[src/rtl/alu_seq.sv]
// Sequential ALU: single-cycle ADD/SUB/AND/XOR/NOP, shift-add MUL and restoring DIV over W cycles.
// Optional divider enabled by defining ALU_SEQ_DIV_EN; without it DIV behaves as NOP.
module alu_seq #(
  parameter int W = 8
) (
  input  logic             clk,
  input  logic             reset,
  input  logic             start,
  input  logic [2:0]       sel,
  input  logic [W-1:0]     a,
  input  logic [W-1:0]     b,
  output logic [2*W-1:0]   result,
  output logic             valid,
  output logic             busy,
  output logic             dz
);

  localparam int CW = $clog2(W + 1);

  localparam logic [2:0] OP_ADD = 3'b001;
  localparam logic [2:0] OP_SUB = 3'b010;
  localparam logic [2:0] OP_AND = 3'b011;
  localparam logic [2:0] OP_XOR = 3'b100;
  localparam logic [2:0] OP_MUL = 3'b101;
  localparam logic [2:0] OP_DIV = 3'b110;

  typedef enum logic [1:0] {S_IDLE, S_SHORT, S_ITER, S_DONE} state_t;

  state_t           r_state, w_next;
  logic [2*W-1:0]   r_result, r_work, w_work_step, w_short_res;
  logic [W-1:0]     r_opnd;
  logic [CW-1:0]    r_cnt;
  logic             r_dz, w_short_dz, w_go_iter, w_last, w_accept;
  logic [W:0]       w_add, w_sub, w_mul_sum;
`ifdef ALU_SEQ_DIV_EN
  logic             r_is_div;
  logic [W:0]       w_div_shift, w_div_trial;
`endif

  assign result   = r_result;
  assign dz       = r_dz;
  assign w_accept = (r_state == S_IDLE) && start;
  assign w_last   = (r_cnt == CW'(1));
  assign w_add    = {1'b0, a} + {1'b0, b};
  assign w_sub    = {1'b0, a} - {1'b0, b};

  always_comb begin
    w_short_res = '0;
    w_short_dz  = 1'b0;
    w_go_iter   = 1'b0;
    case (sel)
      OP_ADD: w_short_res = {{(W-1){1'b0}}, w_add};
      OP_SUB: w_short_res = {{(W-1){1'b0}}, w_sub};
      OP_AND: w_short_res = {{W{1'b0}}, a & b};
      OP_XOR: w_short_res = {{W{1'b0}}, a ^ b};
      OP_MUL: w_go_iter   = 1'b1;
      OP_DIV: begin
`ifdef ALU_SEQ_DIV_EN
        if (b == '0) begin
          w_short_res = {a, {W{1'b1}}};
          w_short_dz  = 1'b1;
        end else begin
          w_go_iter = 1'b1;
        end
`else
        w_short_res = '0;
`endif
      end
      default: w_short_res = '0;
    endcase
  end

  // r_work: MUL keeps {partial product, remaining multiplier}; DIV keeps {remainder, dividend/quotient}
  always_comb begin
    w_mul_sum   = {1'b0, r_work[2*W-1:W]} + (r_work[0] ? {1'b0, r_opnd} : '0);
    w_work_step = {w_mul_sum, r_work[W-1:1]};
`ifdef ALU_SEQ_DIV_EN
    w_div_shift = {r_work[2*W-1:W], r_work[W-1]};
    w_div_trial = w_div_shift - {1'b0, r_opnd};
    if (r_is_div) begin
      if (w_div_trial[W])
        w_work_step = {w_div_shift[W-1:0], r_work[W-2:0], 1'b0};
      else
        w_work_step = {w_div_trial[W-1:0], r_work[W-2:0], 1'b1};
    end
`endif
  end

  always_ff @(posedge clk) begin
    if (reset) r_state <= S_IDLE;
    else       r_state <= w_next;
  end

  always_comb begin
    w_next = r_state;
    valid  = 1'b0;
    busy   = 1'b1;
    case (r_state)
      S_IDLE: begin
        busy = 1'b0;
        if (start) w_next = w_go_iter ? S_ITER : S_SHORT;
      end
      S_SHORT: begin
        valid  = 1'b1;
        w_next = S_IDLE;
      end
      S_ITER: if (w_last) w_next = S_DONE;
      S_DONE: begin
        valid  = 1'b1;
        w_next = S_IDLE;
      end
      default: w_next = S_IDLE;
    endcase
  end

  always_ff @(posedge clk) begin
    if (reset) begin
      r_result <= '0;
      r_dz     <= 1'b0;
      r_work   <= '0;
      r_opnd   <= '0;
      r_cnt    <= '0;
`ifdef ALU_SEQ_DIV_EN
      r_is_div <= 1'b0;
`endif
    end else if (w_accept) begin
      r_work <= {{W{1'b0}}, b};
      r_opnd <= a;
      r_cnt  <= CW'(W);
`ifdef ALU_SEQ_DIV_EN
      r_is_div <= (sel == OP_DIV);
      if (sel == OP_DIV) begin
        r_work <= {{W{1'b0}}, a};
        r_opnd <= b;
      end
`endif
      if (!w_go_iter) begin
        r_result <= w_short_res;
        r_dz     <= w_short_dz;
      end
    end else if (r_state == S_ITER) begin
      r_work <= w_work_step;
      r_cnt  <= r_cnt - CW'(1);
      if (w_last) begin
        r_result <= w_work_step;
        r_dz     <= 1'b0;
      end
    end
  end

endmodule

[config.mk]
export PLATFORM = sky130hd
export DESIGN_NAME = alu_seq
export DESIGN_NICKNAME = d
export VERILOG_FILES = /design/src/rtl/alu_seq.sv
export SDC_FILE = /design/constraint.sdc
export NUM_CORES = 1
export LEC_CHECK = 0
export CORE_ASPECT_RATIO = 0.8
export CORE_MARGIN = 2
export CORE_UTILIZATION = 60
export DETAILED_ROUTE_END_ITERATION = 16
export GPL_TIMING_DRIVEN = 1
export PLACE_DENSITY = 0.87
export SYNTH_ARGS = -nofsm -noshare
export SYNTH_HDL_FRONTEND = slang
export SYNTH_SLANG_ARGS = --single-unit
export TNS_END_PERCENT = 100
[constraint.sdc]
create_clock -name clk -period 6.06 [get_ports clk]
set_input_delay 0.606 -clock clk [delete_from_list [all_inputs] [get_ports clk]]
set_output_delay 0.606 -clock clk [all_outputs]
set_load 0.01 [all_outputs]
==> impl_metrics.tcl, run 1 <==
set metrics [dict create \
    placement.setup.worst_slack_ns 2.49 \
    area_growth_syn_to_layout_pct 15.6 \
    timing.final.max_slew_violations 0 \
    cts.hold.buffers_added 0 \
    synth-seq-area-share_pct 30.4 \
    cp_delay_by_family_top "simple AND/OR/NAND/NOR gates" \
    worst-endpoint-arrival_ns 3.50 \
    detailed_place.area_mm2 0.00343 \
    maxClockFrequency_mhz 302 \
    final_net_count 456 \
    setup.worst_path.end_class "register" \
    timing.slew.headroom_pct 52.3 \
    drt_pass1_iterations 5 \
    mappedNetlistArea_mm2 0.00303 \
    final_hold_viol_count 0 \
    synth_edf_count 0 \
    final_layout_size_suffix_gt1_share_pct 4.69 \
    drtAntennaViolNets 0 \
    detail_route.drc_violations 0 \
    vias 2939 \
    type_of_the_tightest_min_delay_check "reg -> reg" \
    count_of_inserted_antenna_diode_cells 0 \
    global_route.overflow_total 0 \
    drt_first_iter_violations 266 \
    finalSetupViolations 0 \
    ys_warn_count 0 \
    whs_ns 0.451 \
    finalWorstSetupSlack_ns 2.75 \
    die-area_mm2 0.00564 \
    critical_path.startpoint_type "input pin" \
    cts.root.buffer_cell "clkbuf_8" \
    postSynthCellCount 376 \
    critical_path.most_common_cell "a21oi_1" \
    numPortBuffers 39 \
    cts.reportedPaths.clkPinSlew_ns 0.08 \
    worst-setup-path-type "in -> reg" \
    synth_top_flop_cell "dfxtp_1" \
    io_pins 41 \
    number_of_global_route_vias_before_repair 2506 \
    rows 23 \
    cts.htree.levels 2 \
    rsz0062_at_grt "no" \
    gp_congestion 0.927 \
    sum_of_routed_wire_length_over_all_layers_um 7780 \
    detail_route.wl_per_cell_um 16.7 \
    setup-tns-final_ns 0 \
    layout.cells.most_common_list "nand2_1 (46), dfxtp_1 (46), a21oi_1 (40)" \
    initial_utilization_pct 61.2 \
    cts_setup_buffers 0 \
    synth_nets 427 \
    path_max_fanout 10 \
    period_share_pct 54.6 \
    max_slew.worst_pin.slew_ns 0.715 \
    ys_seq_elements 46 \
    number_of_max_cap_violations 0 \
    synthesis.area_per_instance_um2 8.06 \
    clock_latency_at_the_later_pin_of_the_worst_skew_pair_ns 0.30 \
    finalClockSkew_ns 0.00404 \
    grt_max_degree 37 \
    number_of_buffers_created_by_cts 5 \
    synthArstFlopShare_pct 0 \
    pwr_density_cell_mw_per_mm2 193 \
    crit_required_ns 6.25 \
    post-route-min-period_ns 3.31 \
    globalRouteTotalUtil_pct 28.3 \
    floorplan.die.width_um 83.5 \
    path_cells "clkdlybuf4s50_1 -> nor3b_2 -> nor2_1 -> xnor2_1 -> ha_1 -> a21oi_1 -> a21oi_1 -> or4_1 -> a31oi_1 -> o21ai_0" \
    outcome "completed" \
    detail_route.vias_per_cell 6.29 \
    vdd_drop_max_mv 0.152 \
    antenna_violations_before_repair 0 \
    placeableCoreArea_mm2 0.00495 \
    post_cts_resize_count 0 \
    crit_path_top_delay_cell "clkdlybuf4s50_1" \
    cts_sinks 46 \
    cts.path.max_buffers 2 \
    grt_first_pass_wirelength_um 12500 \
    design_area_mm2 0.00350 \
    die_y_um 67.6 \
    dp_hpwl_um 5830 \
    p_leak_nw 1.35 \
    critPathBufInv 1 \
    timing.critical_path.slowest_cell_delay_ns 0.57 \
    tritoncts "yes" \
    ys_types 56 \
]
==> layer usage <==
metal	GRT usage (%)	wire length [um]
met5	0	0
met4	6.85	106
met3	5.13	580
met2	43.1	3280
met1	41.7	3820
==> power breakdown <==
group          total [mW]  switching, mW  leakage [nW]  internal [mW]
clock               0.178         0.0987        0.0383         0.0796
sequential          0.325         0.0100         0.375          0.315
combinational       0.172         0.0978         0.934         0.0745
==> cell usage after synthesis (all sizes together) (2+ instances only) <==
library cell,count,area share (%)
a211oi,8,2.0
a21boi,2,0.50
a21oi,41,6.9
a221oi,3,0.87
a222oi,2,0.66
a22o,3,0.87
a22oi,11,2.7
a2bb2oi,2,0.58
a31oi,3,0.62
and2,8,1.7
buf,8,1.6
clkbuf,12,1.5
dfxtp,46,30
fa,2,1.3
ha,27,11
inv,19,2.4
nand2,46,5.7
nand2b,4,0.83
nand3,14,2.3
nand3b,2,0.50
nand4,4,0.83
nor2,29,3.6
nor2b,6,1.2
nor3,6,0.99
nor3b,4,1.7
nor4,2,0.41
o2111ai,2,0.58
o211a,2,0.66
o211ai,3,0.74
o21a,3,0.74
o21ai,10,1.7
o31ai,2,0.50
o32ai,2,0.58
or2,2,0.50
or4,7,1.7
xnor2,13,3.8
xor2,3,0.87
==> per-stage QoR <==
step | total power, mW | instances | util, %
after floorplan | 0.441 | 376 | -
after global placement | 0.496 | 460 | 69.3
after detailed placement | 0.500 | 460 | 69.3
after CTS | 0.673 | 467 | 70.8
after global routing | 0.706 | 467 | 70.8
final | 0.676 | 467 | 70.8
==> tightest hold or removal path, cell delays in order (launching register included) <==
cell and delay [ns]:
dfxtp_1 0.31, nand2_1 0.05, a21oi_1 0.05
==> kinds of logic after synthesis <==
family | after synthesis | share of synthesized area (%)
compound gates | 107 | 23.7
xor+xnor | 16 | 4.62
fa+ha+maj | 29 | 12.5
buf+inv | 39 | 5.41
flops | 46 | 30.4
mux | 2 | 0.702
other cells | 1 | 0.124
simple gates | 136 | 22.5
==> flip-flops by register name, summed over array words and instances, names as in the netlist <==
signal,cells
r_opnd,8
r_state,2
r_cnt,4
r_work,16
result,16
==> path summary, 6_finish.rpt <==
check,from,to,slack (ns),cells past startpoint
setup / recovery,sel[2],result[7],2.75,10
hold / removal,r_opnd[3],r_opnd[3],0.45,2
setup reg to reg,r_work[0],result[15],3.68,9
hold reg to reg,r_opnd[3],r_opnd[3],0.45,2
==> layout make-up <==
| cell class | instances | area, um^2 |
|---|---|---|
| Tap cell | 62 | 77.6 |
| Sequential cell | 46 | 921 |
| Multi-Input combinational cell | 291 | 1950 |
| Inverter | 19 | 71.3 |
| Fill cell | 413 | 1450 |
| Timing Repair Buffer | 42 | 413 |
| Clock buffer | 7 | 76.3 |
Power figures use the tool's default switching activity.
==> run 2, diff against run 1 <==
CORE_UTILIZATION = 55   (was 60)
PLACE_DENSITY = 0.81   (was 0.87)
clock period = 3.1 ns   (was 6.06 ns; I/O delays follow)
==> run 2 against run 1 <==
Compared with the run above:
- sequential cell count unchanged
- sequential share of layout area down 0.74 points
- core utilization decreased by 3.7 points
- critical path depth stayed put
- non-clock buffer count is 11 higher
- clock-buffer cell count unchanged
- die area rose by 8.6%
- total power up 100%
- wire length increased by 1.2%
==> impl_metrics.tcl, run 2 (synthesized netlist as in run 1, its figures left out) <==
set metrics [dict create \
    floorplan.die.width_um 87.0 \
    worst-endpoint-arrival_ns 2.96 \
    path_cells "clkdlybuf4s50_1 -> nor4_1 -> a21oi_1 -> xnor2_1 -> ha_1 -> a21oi_1 -> a21boi_0 -> or4_1 -> a31oi_1 -> o21ai_0" \
    crit_required_ns 3.29 \
    detail_route.vias_per_cell 6.06 \
    worst-setup-path-type "in -> reg" \
    regToRegEndpoint "result[15]" \
    number_of_global_route_vias_before_repair 2764 \
    io_pins 41 \
    cts.reportedPaths.clkPinSlew_ns 0.09 \
    cts.path.max_buffers 2 \
    finalSetupViolations 0 \
    crit_path_top_delay_cell "nor4_1" \
    layout.cells.most_common_list "nand2_1 (46), dfxtp_1 (46), a21oi_1 (40)" \
    r2r_setup_slack_ns 0.70 \
    clock_latency_at_the_later_pin_of_the_worst_skew_pair_ns 0.30 \
    multi_input_area_mm2 0.00195 \
    cts_setup_buffers 0 \
    initial_utilization_pct 56.4 \
    regToRegStartpoint "r_work[0]" \
    combPwrFrac_pct 25.4 \
    cts.htree.levels 2 \
    outcome "completed" \
    timing.critical_path.slowest_cell_delay_ns 0.53 \
    cts_sinks 46 \
    timing.slew.headroom_pct 53.5 \
    drt_first_iter_violations 254 \
    setup.worst_path.end_class "register" \
    final_net_count 467 \
    post_cts_resize_count 0 \
    number_of_max_cap_violations 0 \
    drt_pass1_iterations 5 \
    antenna_violations_before_repair 0 \
    p_leak_nw 1.41 \
    finalClockSkew_ns 0.00597 \
    cts.root.buffer_cell "clkbuf_8" \
    final_hold_viol_count 0 \
    dp_hpwl_um 6080 \
    max_slew.worst_pin.slew_ns 0.698 \
    area_growth_syn_to_layout_pct 19.0 \
    post-route-min-period_ns 2.76 \
    vdd_drop_max_mv 0.181 \
    sequential_cell_area_um2 921 \
    fin_total_pwr_mw 1.37 \
    vias 2923 \
    grt_max_degree 35 \
    drtAntennaViolNets 0 \
    die-area_mm2 0.00612 \
    whs_ns 0.454 \
    rsz0062_at_grt "no" \
    count_of_inserted_antenna_diode_cells 0 \
    worstHoldStart "r_opnd[3]" \
    cts.hold.buffers_added 0 \
    timing.final.max_slew_violations 0 \
    internal_power_mw 0.949 \
    finalWorstSetupSlack_ns 0.337 \
    gp_congestion 0.902 \
    filler_cell_count 486 \
    dp_cells 474 \
    power_switching_mw 0.416 \
    hold-path-cell-count 2 \
    critical_path.startpoint_type "input pin" \
    critical_path.most_common_cell "a21oi_1" \
    sum_of_routed_wire_length_over_all_layers_um 7880 \
    pwr_density_cell_mw_per_mm2 379 \
    setup-tns-final_ns 0 \
    rows 24 \
    period_share_pct 89.1 \
    die_y_um 70.4 \
    fin_cells 482 \
    detail_route.drc_violations 0 \
    share_clk_of_total_power_pct 28.0 \
    maxClockFrequency_mhz 362 \
    power_switching_share_pct 30.4 \
    tritoncts "yes" \
    placeableCoreArea_mm2 0.00538 \
    pwr-share-seq_pct 46.5 \
    number_of_buffers_created_by_cts 5 \
    numPortBuffers 39 \
    type_of_the_tightest_min_delay_check "reg -> reg" \
    global_route.overflow_total 0 \
    globalRouteTotalUtil_pct 26.4 \
    placement.setup.worst_slack_ns 0.0389 \
    path_max_fanout 6 \
    worst-r2r-cell-count 9 \
    grt_first_pass_wirelength_um 12800 \
    worstHoldEndpoint "r_opnd[3]" \
    final_layout_size_suffix_gt1_share_pct 7.67 \
    detail_route.wl_per_cell_um 16.3 \
]
## run 2: worst max path at each step
stage                      start  cells after the start  slack, ns   endpoint
after CTS                   b[3]                     10       0.34  result[7]
final                       b[2]                     10       0.34  result[7]
after global placement      b[0]                     12       0.14  result[6]
after global routing        b[2]                     10       0.20  result[7]
after detailed placement    b[3]                     10       0.04  result[7]
after floorplan           sel[2]                     10       0.60  result[7]
## run 2: stage by stage
step | utilization, % | instance area (um^2)
after floorplan | - | 3030
after global placement | 65.4 | 3510
after detailed placement | 65.4 | 3510
after CTS | 67.1 | 3610
after global routing | 67.1 | 3610
final | 67.1 | 3610
## run 2: final cells by class
class,count,area share (%)
multi-input combinational,291,54.0
timing repair buffer,53,13.7
clock inverter,1,0.139
sequential,46,25.5
tap,65,2.26
clock buffer,7,2.39
inverter,19,1.98
## run 2: worst max-delay path, delay by kind of cell
kind                     cells  cell delay, ns
AO/OA/AOI/OAI                5            0.76
XOR/XNOR                     1            0.16
adder cells (fa/ha/maj)      1            0.35
buffers and inverters        1            0.42
AND/OR/NAND/NOR              2            0.95
## run 2: power by group through the flow
stage / sequential [mW] / combinational (mW) / clock (mW)
global route: 0.638 / 0.381 / 0.404
CTS: 0.635 / 0.341 / 0.384
global placement: 0.647 / 0.330 / 0
detailed placement: 0.649 / 0.340 / 0
floorplan: 0.647 / 0.216 / 0
finish: 0.635 / 0.347 / 0.383
## run 2: per-layer routing
layer | up-vias | track usage [%] | share of wire (%)
li1 | 1433 | - | -
met1 | 1345 | 37.0 | 46
met2 | 128 | 40.5 | 45
met3 | 17 | 5.79 | 7.3
met4 | 0 | 8.16 | 1.8
met5 | - | 0 | 0
